==> src/rtl/conv_pkg.sv <==
// ----------------------------------------------------------------------------
// conv_pkg
//   Types and default sizes shared by the convolution operand loader and the
//   convolution controller.
//   - loader_state_t : operand-loader FSM state encoding
//   - DEF_*          : default word width and map/kernel dimensions
//   - cnt_width()    : counter width helper that never returns zero
// ----------------------------------------------------------------------------
package conv_pkg;

    localparam int DEF_DATA_W   = 8;
    localparam int DEF_IFM_SIZE = 8;
    localparam int DEF_K_SIZE   = 3;

    typedef enum logic [1:0] {
        S_IDLE     = 2'd0,
        S_LOAD_IFM = 2'd1,
        S_LOAD_WGT = 2'd2
    } loader_state_t;

    // Width of a counter that must hold the values 0 .. n-1.
    function automatic int cnt_width(input int n);
        return (n > 1) ? $clog2(n) : 1;
    endfunction

endpackage

==> src/rtl/conv_ifm_buffer.sv <==
// ----------------------------------------------------------------------------
// conv_ifm_buffer
//   Single-write-port, single-registered-read-port feature-map RAM.
//   The read is read-before-write: a read and a write to the same address in
//   the same cycle return the value held before the write.
// Ports
//   clk        in   1       system clock
//   reset      in   1       synchronous active-high; clears the read register only
//   i_wr_en    in   1       write strobe
//   i_wr_addr  in   AW      write address
//   i_wr_data  in   DATA_W  write data
//   i_rd_addr  in   AW      read address, sampled every cycle
//   o_rd_data  out  DATA_W  read data, one cycle after i_rd_addr
// ----------------------------------------------------------------------------
module conv_ifm_buffer
    import conv_pkg::*;
#(
    parameter int DATA_W = DEF_DATA_W,
    parameter int DEPTH  = DEF_IFM_SIZE * DEF_IFM_SIZE,
    parameter int AW     = cnt_width(DEPTH)
) (
    input  logic              clk,
    input  logic              reset,
    input  logic              i_wr_en,
    input  logic [AW-1:0]     i_wr_addr,
    input  logic [DATA_W-1:0] i_wr_data,
    input  logic [AW-1:0]     i_rd_addr,
    output logic [DATA_W-1:0] o_rd_data
);

    logic [DATA_W-1:0] r_mem [DEPTH];
    logic [DATA_W-1:0] r_rd_data;

    // NOTE: the storage array has no reset so it maps onto block RAM; only the
    // output register is cleared.
    always_ff @(posedge clk) begin
        if (i_wr_en) begin
            r_mem[i_wr_addr] <= i_wr_data;
        end
    end

    // NOTE: non-blocking assignments make the read sample r_mem before this
    // edge's write lands, which is exactly the read-before-write behaviour.
    always_ff @(posedge clk) begin
        if (reset) begin
            r_rd_data <= '0;
        end else begin
            r_rd_data <= r_mem[i_rd_addr];
        end
    end

    assign o_rd_data = r_rd_data;

endmodule

==> src/rtl/conv_operand_loader.sv <==
// ----------------------------------------------------------------------------
// conv_operand_loader
//   Operand stage ahead of the convolution controller. After load_start it
//   takes IFM_SIZE*IFM_SIZE pixels followed by K_SIZE*K_SIZE weights from one
//   valid/ready stream, keeps the pixels in conv_ifm_buffer and the weights in
//   registers, and pulses finish_getting_input / finish_getting_weight one
//   cycle after the last word of each phase is accepted.
// Ports
//   clk                    in   1                     system clock
//   reset                  in   1                     synchronous active-high reset
//   load_start             in   1                     start a load (honoured in S_IDLE only)
//   in_valid               in   1                     stream word valid
//   in_data                in   DATA_W                stream word: pixels, then weights
//   in_ready               out  1                     word accepted when in_valid is also high
//   busy                   out  1                     a load is in progress
//   finish_getting_input   out  1                     pulse: last pixel was accepted
//   finish_getting_weight  out  1                     pulse: last weight was accepted
//   ifm_raddr              in   IFM_AW                feature-map read address
//   ifm_rdata              out  DATA_W                feature-map data, 1-cycle latency
//   wgt_flat               out  K_SIZE*K_SIZE*DATA_W  weight i at [i*DATA_W +: DATA_W]
// ----------------------------------------------------------------------------
module conv_operand_loader
    import conv_pkg::*;
#(
    parameter int DATA_W   = DEF_DATA_W,
    parameter int IFM_SIZE = DEF_IFM_SIZE,
    parameter int K_SIZE   = DEF_K_SIZE,
    parameter int IFM_AW   = $clog2(IFM_SIZE * IFM_SIZE)
) (
    input  logic                             clk,
    input  logic                             reset,
    input  logic                             load_start,
    input  logic                             in_valid,
    input  logic [DATA_W-1:0]                in_data,
    output logic                             in_ready,
    output logic                             busy,
    output logic                             finish_getting_input,
    output logic                             finish_getting_weight,
    input  logic [IFM_AW-1:0]                ifm_raddr,
    output logic [DATA_W-1:0]                ifm_rdata,
    output logic [K_SIZE*K_SIZE*DATA_W-1:0]  wgt_flat
);

    localparam int NPIX   = IFM_SIZE * IFM_SIZE;
    localparam int NWGT   = K_SIZE * K_SIZE;
    localparam int WGT_CW = cnt_width(NWGT);

    localparam logic [IFM_AW-1:0] PIX_LAST = IFM_AW'(NPIX - 1);
    localparam logic [WGT_CW-1:0] WGT_LAST = WGT_CW'(NWGT - 1);

    loader_state_t              r_state;
    logic [IFM_AW-1:0]          r_pix_cnt;
    logic [WGT_CW-1:0]          r_wgt_cnt;
    logic                       r_fin_in;
    logic                       r_fin_wgt;
    logic [NWGT*DATA_W-1:0]     r_wgt_flat;

    logic                       w_accept;
    logic                       w_ifm_we;

    // Ready depends on state alone so the upstream may wait for ready before
    // raising valid without creating a combinational loop.
    assign in_ready = (r_state != S_IDLE);
    assign busy     = (r_state != S_IDLE);

    assign w_accept = in_valid && in_ready;
    assign w_ifm_we = w_accept && (r_state == S_LOAD_IFM);

    always_ff @(posedge clk) begin
        if (reset) begin
            r_state    <= S_IDLE;
            r_pix_cnt  <= '0;
            r_wgt_cnt  <= '0;
            r_fin_in   <= 1'b0;
            r_fin_wgt  <= 1'b0;
            r_wgt_flat <= '0;
        end else begin
            // Finish flags are single-cycle pulses unless re-armed below.
            r_fin_in  <= 1'b0;
            r_fin_wgt <= 1'b0;

            case (r_state)
                S_IDLE: begin
                    if (load_start) begin
                        r_state   <= S_LOAD_IFM;
                        r_pix_cnt <= '0;
                    end
                end

                S_LOAD_IFM: begin
                    if (w_accept) begin
                        if (r_pix_cnt == PIX_LAST) begin
                            // Counter parks at its terminal value; it is
                            // cleared again on the next entry from S_IDLE.
                            r_state   <= S_LOAD_WGT;
                            r_wgt_cnt <= '0;
                            r_fin_in  <= 1'b1;
                        end else begin
                            r_pix_cnt <= r_pix_cnt + 1'b1;
                        end
                    end
                end

                S_LOAD_WGT: begin
                    if (w_accept) begin
                        r_wgt_flat[r_wgt_cnt*DATA_W +: DATA_W] <= in_data;
                        if (r_wgt_cnt == WGT_LAST) begin
                            // load_start seen in this same cycle is dropped:
                            // the FSM is not in S_IDLE when it is sampled.
                            r_state   <= S_IDLE;
                            r_fin_wgt <= 1'b1;
                        end else begin
                            r_wgt_cnt <= r_wgt_cnt + 1'b1;
                        end
                    end
                end

                default: begin
                    r_state <= S_IDLE;
                end
            endcase
        end
    end

    assign finish_getting_input  = r_fin_in;
    assign finish_getting_weight = r_fin_wgt;
    assign wgt_flat              = r_wgt_flat;

    conv_ifm_buffer #(
        .DATA_W (DATA_W),
        .DEPTH  (NPIX),
        .AW     (IFM_AW)
    ) u_ifm_buffer (
        .clk       (clk),
        .reset     (reset),
        .i_wr_en   (w_ifm_we),
        .i_wr_addr (r_pix_cnt),
        .i_wr_data (in_data),
        .i_rd_addr (ifm_raddr),
        .o_rd_data (ifm_rdata)
    );

endmodule

==> config.mk <==
export PLATFORM = sky130hd
export DESIGN_NAME = conv_operand_loader
export DESIGN_NICKNAME = d
export VERILOG_FILES = /design/src/rtl/conv_pkg.sv /design/src/rtl/conv_ifm_buffer.sv /design/src/rtl/conv_operand_loader.sv
export SDC_FILE = /design/constraint.sdc
export NUM_CORES = 1
export LEC_CHECK = 0
export CORE_ASPECT_RATIO = 0.75
export CORE_MARGIN = 4
export CORE_UTILIZATION = 55
export CTS_CLUSTER_DIAMETER = 120
export CTS_CLUSTER_SIZE = 20
export DETAILED_ROUTE_END_ITERATION = 8
export PLACE_DENSITY = 0.73
export SYNTH_ARGS = -nofsm -noshare
export SYNTH_HDL_FRONTEND = slang
export SYNTH_SLANG_ARGS = --single-unit
==> constraint.sdc <==
create_clock -name clk -period 3.17 [get_ports clk]
set_input_delay 0.634 -clock clk [delete_from_list [all_inputs] [get_ports clk]]
set_output_delay 0.634 -clock clk [all_outputs]
set_load 0.05 [all_outputs]
# [After elaboration in Yosys (flattened, before gate mapping)]
# Memories as Yosys holds them, arrays and structs flattened. A register that Yosys moved wholly into a read port is not among the register bits.
# Cells that the tools add are included.
[op_classes] add_sub_neg=3 eq_ne=11 n_shift=2 mux=20 bitwise=3 reduce_logical=12
[op_table] cell="72-bit bitwise mux" n=1
[op_table] cell="8-bit by 34-bit variable shift with 72-bit output, first input constant" n=1
[op_table] cell="8-bit by 34-bit indexed part select with 72-bit output" n=1
[op_table] cell="7-bit negation with 34-bit output" n=1
[op_table] cell="6-bit 2-to-1 mux" n=3
[op_table] cell="4-bit 2-to-1 mux" n=4
[op_table] cell="2-bit != test, second input constant" n=6
[op_table] cell="6-bit one-hot mux with 2 select lines" n=1
[op_table] cell="2-bit 2-to-1 mux" n=5
[op_table] cell="5-bit AND reduction" n=2
[op_table] cell="4-bit one-hot mux with 2 select lines" n=1
[op_table] cell="6-bit by 1-bit adder with 6-bit output, second input constant" n=1
[op_table] cell="6-bit equality test, second input constant" n=1
[op_table] cell="2-bit one-hot mux with 3 select lines" n=1
[op_table] cell="2-bit nonzero test" n=3
[op_table] cell="3-bit OR reduction" n=2
[op_table] cell="4-bit by 1-bit adder with 4-bit output, second input constant" n=1
[op_table] cell="4-bit equality test, second input constant" n=1
[op_table] cell="1-bit 2-to-1 mux" n=4
[op_table] cell="4-bit AND reduction" n=1
[op_table] cell="1-bit NOT" n=3
[op_table] cell="2-bit by 1-bit equality test with 1-bit output, second input constant" n=1
[op_table] cell="2-bit equality test, second input constant" n=1
[op_table] cell="1-bit logical AND" n=2
[op_table] cell="other kinds (3)" n=3
[word_totals] ff_bits=86 mem_bits_rw=512 in_bits=18 output_inout_bits=84 wordCells=58 mem_count=1
[memory_table] memory="u_ifm_buffer.r_mem" depth=64 width=8 rd=1 rd_clocked_by_memory_dff=1 wr=1 line_no="conv_ifm_buffer.sv:31" rtl="logic [DATA_W-1:0] r_mem [DEPTH];"

# [Depth between registers and ports, before layout]
[logic_depth] ltp_word=5 ltp_mapped=9 mapped_depth_nobuf=7

# [Modules after synthesis]
# Synthesis repeated with hierarchy kept, for this count alone.
[unflattened] cells_unflattened=1306 area_unflattened_um2=24020.5
[by_module_without_submodules] mod="conv_ifm_buffer" n_inst=1 cells_per_inst=921 area_each_um2=20120.5 seq_area_each_um2=15534.9
[by_module_without_submodules] mod="conv_operand_loader" n_inst=1 cells_per_inst=385 area_each_um2=3900.0 seq_area_each_um2=1721.7

# [Worst setup path before layout]
# Ideal clock, no wire load.
[synth_timing] path_kind="reg-to-reg" startpoint="reg r_wgt_cnt[0]" endpoint="reg r_wgt_flat[32] (netlist: wgt_flat[32])" setup_ps=128 t_arrival_ps=2259 t_required_ps=3042 slack_ps=783 stages_incl_launch_ff=9 path_buffers=2 synth_period_minus_slack_ps=2387 path_cell_list="dfxtp_1 -> clkbuf_1 -> inv_1 -> ha_1 -> clkbuf_1 -> a2111oi_0 -> nand2_1 -> mux2i_1 -> nor2_1"
[synth_between] elab_chain_len=3 elab_cells_between_ends=4 cone_classes="add/sub: 1; shift: 2; mux: 1"
[synth_rtl] element="start: declaration" line_no="conv_operand_loader.sv:53" rtl="logic [WGT_CW-1:0] r_wgt_cnt;"
[synth_rtl] element="start signal: assignment" line_no="conv_operand_loader.sv:113" rtl="r_wgt_cnt <= r_wgt_cnt + 1'b1;"
[synth_rtl] element="7-bit negation with 34-bit output *" line_no="conv_operand_loader.sv:106" rtl="r_wgt_flat[r_wgt_cnt*DATA_W +: DATA_W] <= in_data;"
[synth_rtl] element="8-bit by 34-bit indexed part select with 72-bit output / 8-bit by 34-bit variable shift with 72-bit output (equally long branches)" line_no="conv_operand_loader.sv:106"
[synth_rtl] element="72-bit bitwise mux *" line_no="conv_operand_loader.sv:106"
[synth_rtl] element="end signal: indexed assignment" line_no="conv_operand_loader.sv:106"
[synth_rtl] element="end: declaration" line_no="conv_operand_loader.sv:56" rtl="logic [NWGT*DATA_W-1:0] r_wgt_flat;"
# Every way passes the cells marked *; elsewhere a longest branch is shown, timed or not.
# A chain may end at the register's enable or synchronous reset.

# [Worst setup path after layout]
[layout_timing] startpoint="reg r_state[1]" endpoint="out in_ready"
[layout_between] elab_chain_len=1
[layout_rtl] element="start: declaration" line_no="conv_operand_loader.sv:51" rtl="loader_state_t r_state;"
[layout_rtl] element="start signal: assignment" line_no="conv_operand_loader.sv:71" rtl="r_state <= S_IDLE;"
[layout_rtl] element="start signal: assignment" line_no="conv_operand_loader.sv:85" rtl="r_state <= S_LOAD_IFM;"
[layout_rtl] element="start signal: assignment" line_no="conv_operand_loader.sv:95" rtl="r_state <= S_LOAD_WGT;"
[layout_rtl] element="2-bit nonzero test" line_no="conv_operand_loader.sv:63" rtl="assign in_ready = (r_state != S_IDLE);"
[layout_rtl] element="end: declaration" line_no="conv_operand_loader.sv:35" rtl="output logic in_ready,"
# Every way passes these cells.

==> impl_metrics.env <==
export IMPL_synth_fp_nets=1314
export IMPL_min_from="wgt_flat[7]"
export IMPL_track_usage_pct=24.3
export IMPL_final_core_util_pct=64.0
export IMPL_powerDensity_mw_per_mm2=524
export IMPL_coreArea_mm2=0.0423
export IMPL_post_drt_wl_per_cell_um=26.7
export IMPL_grt_pass1_vias=12770
export IMPL_status="finished, final reports clean"
export IMPL_nNetsFinal=1503
export IMPL_reg2reg_to="wgt_flat[38]"
export IMPL_endpoint="in_ready"
export IMPL_crit_type="reg -> out"
export IMPL_cp_required_ps=2540
export IMPL_first_iter_violations=1543
export IMPL_ys_flop_type="edfxtp_1"
export IMPL_yosysUniqueCellTypes=50
export IMPL_wl_mm=55.5
export IMPL_ys_async_sr_fraction_pct=0
export IMPL_synth_edf_count=512
export IMPL_cts_tree="yes"
export IMPL_setup_ws_ps=331
export IMPL_syn_area_mm2=0.0237
export IMPL_ff2ff_setup_slack_ps=580
export IMPL_rsz0062_at_grt="false"
export IMPL_final_cell_area_mm2=0.0271
export IMPL_start_util_pct=56.0
export IMPL_hold_viol=0
export IMPL_seqPwrFrac_pct=60.9
export IMPL_drive_gt1_share_pct=21.2
export IMPL_hpwlAfterDp_mm=36.3
export IMPL_end_kind="output port"
export IMPL_min_period_ps=2840
export IMPL_die_area_mm2=0.0465
export IMPL_ys_warn_count=0
export IMPL_internal_power_mw=11.2
export IMPL_p_comb_share_pct=5.6
export IMPL_finalCritPeriodShare_pct=89.6
export IMPL_r2r_start="r_wgt_cnt[1]"
export IMPL_arrival_ps=2210
export IMPL_setup_violations=0
export IMPL_ys_ff_latch=606
export IMPL_final_cells=2077
export IMPL_antenna_cells=0
export IMPL_swShare_pct=21.3
export IMPL_clock_power_share_pct=33.5
export IMPL_critPathLaunchType="register"
export IMPL_tightestPinTransition_ps=937
export IMPL_cts_setup_buffers=0
export IMPL_fin_setup_tns_ps=0
export IMPL_synthCells=1291
export IMPL_clk_latency_ps=560
export IMPL_port_buffers=101
export IMPL_slew_headroom_pct=37.5
export IMPL_crit_path_max_fanout=14
export IMPL_synth_avg_cell_area_um2=18.3
export IMPL_drv_cap=0
export IMPL_grt_pass1_wl_mm=83.6
export IMPL_synthMuxAreaShare_pct=17.1
export IMPL_synth_simple_area_share_pct=5.23
export IMPL_rows=65
export IMPL_area_growth_pct=14.3
export IMPL_cts_htree_levels=2
export IMPL_dp_cells=2011
export IMPL_cts_buffers=36
export IMPL_ioPinCount=102
export IMPL_dieWidth_um=248
export IMPL_ir_drop_v=0.000428
export IMPL_clockBufferDepth=3
export IMPL_drc=0
export IMPL_cts_clk_slew_worst_paths_ps=80
export IMPL_min_path_type="reg -> reg"
export IMPL_reg2reg_depth=7
export IMPL_critPathLaunch="r_state[1]"
export IMPL_first_pass_iters=7
export IMPL_drtAntennaViolNets=0
export IMPL_max_freq_ghz=0.352
export IMPL_dr_total_vias=12785
export IMPL_synth_xor_area_share_pct=0.222
export IMPL_antenna_found_initial=1
export IMPL_cts_root_buf="clkbuf_16"
export IMPL_yosysSeqAreaShare_pct=72.9
export IMPL_slew_violations=0
export IMPL_clock_sinks=606
export IMPL_pre_cts_slack_ps=240
export IMPL_grt_max_degree=51
export IMPL_die_y_um=188
export IMPL_min_path_cells=2
export IMPL_overflow=0
export IMPL_cts_resized=0
export IMPL_p_switching_mw=3.02
export IMPL_synth_top_family_by_area="multiplexers"
export IMPL_finalClockSkew_ps=12.7
export IMPL_postCtsHoldBufs=0
export IMPL_place_gp_congestion=0.847
export IMPL_synth_adder_area_share_pct=0.264
export IMPL_place_area_mm2=0.0260
export IMPL_viasPerCell=6.16
export IMPL_power_leakage_nw=9.08
export IMPL_synth_compound_area_share_pct=2.43
## per-layer routing
layer | wire length, um | part of all wire [%] | up-vias | global-route usage (%)
met3 | 5490 | 9.9 | 76 | 6.20
li1 | - | - | 5474 | -
met5 | 0 | 0 | - | 0
met1 | 23300 | 42 | 6664 | 37.5
met4 | 1190 | 2.2 | 0 | 5.62
met2 | 25500 | 46 | 571 | 35.5
## layout make-up
cell class                 count  area (um2)
sequential                   606       17300
fill                        2979       15200
inverter                       8        30.0
clock buffer                  63        1020
multi-input combinational    606        5980
clock inverter                 3        33.8
tap                          569         712
timing repair buffer         222        2040
## synth_stat cells (3+ instances only)
master | count | area, um2
and2_1 | 9 | 56.3
buf_2 | 18 | 90.1
xnor2_1 | 6 | 52.6
a221o_1 | 8 | 80.1
nand2_1 | 39 | 146
dfxtp_1 | 94 | 1880
nand3_1 | 24 | 120
buf_6 | 12 | 135
a21oi_1 | 33 | 165
nand3b_1 | 5 | 37.5
or2_2 | 4 | 25.0
and3_1 | 19 | 119
mux2i_1 | 93 | 931
o21ai_0 | 9 | 45.0
o21ai_1 | 6 | 30.0
mux2_2 | 3 | 33.8
nand2b_1 | 3 | 18.8
nor3_1 | 5 | 25.0
ha_1 | 5 | 62.6
a31oi_1 | 3 | 18.8
nor2_1 | 144 | 541
nor2b_1 | 11 | 68.8
buf_4 | 8 | 60.1
edfxtp_1 | 512 | 15400
inv_1 | 8 | 30.0
mux4_2 | 137 | 3090
o2bb2ai_1 | 4 | 35.0
clkbuf_1 | 31 | 116
a211oi_1 | 7 | 52.6
## kinds of logic (layout without fill, tap and decap cells)
logic type	count (synthesis)	count (layout)
DFF	606	606
and+or+nand+nor	274	274
muxes	233	233
AOI/OAI and AO/OA	88	88
buffers and inverters	79	296
xor gates and xnor gates	6	6
adders and majority gates	5	5
## worst min path at each step
stage | slack, ps | end
5_1_grt | 470 | wgt_flat[7]
3_3_place_gp | 440 | wgt_flat[7]
2_1_floorplan | 490 | r_wgt_cnt[1]
6_report | 450 | wgt_flat[7]
3_5_place_dp | 450 | wgt_flat[7]
4_1_cts | 450 | wgt_flat[7]
## worst max-delay path, stage by stage, from the launching register on
cell	delay [ps]
dfxtp_1	600
nor2_1	130
inv_1	110
clkdlybuf4s50_1	810
## registers in the layout (all words and copies together), names as in the netlist
name	flops
wgt_flat	72
r_pix_cnt	6
u_ifm_buffer.o_rd_data	8
u_ifm_buffer.r_mem	512
r_wgt_cnt	4
r_state	2
finish_getting_input	1
finish_getting_weight	1
## per-stage QoR
stage	hold WS, ps	total power [mW]
final	453	14.2
after global routing	468	14.7
after detailed placement	447	9.63
after CTS	454	14.3
after floorplan	494	9.27
after global placement	438	9.61
## power groups by stage
stage | Clock, mW | Sequential [mW] | Combinational (mW)
finish | 4.76 | 8.65 | 0.792
global route | 5.17 | 8.65 | 0.843
CTS | 4.83 | 8.65 | 0.796
detailed placement | 0 | 8.83 | 0.793
global placement | 0 | 8.83 | 0.780
floorplan | 0 | 8.87 | 0.402
## placed cells by master (no fill, tap or decap), drive strengths merged, types with 6 or more instances in the layout
master,synthesis,layout
nand3,24,24
clkbuf,31,63
nand2,39,39
edfxtp,512,512
and2,9,9
inv,8,11
a211oi,7,7
a221o,8,8
buf,40,133
dfxtp,94,94
nor2,145,145
a21oi,33,33
nor2b,11,11
mux2i,93,93
mux4,137,137
o21ai,15,15
clkdlybuf4s50,0,89
xnor2,6,6
and3,19,19
No activity file was read; power rests on OpenSTA's default activity.
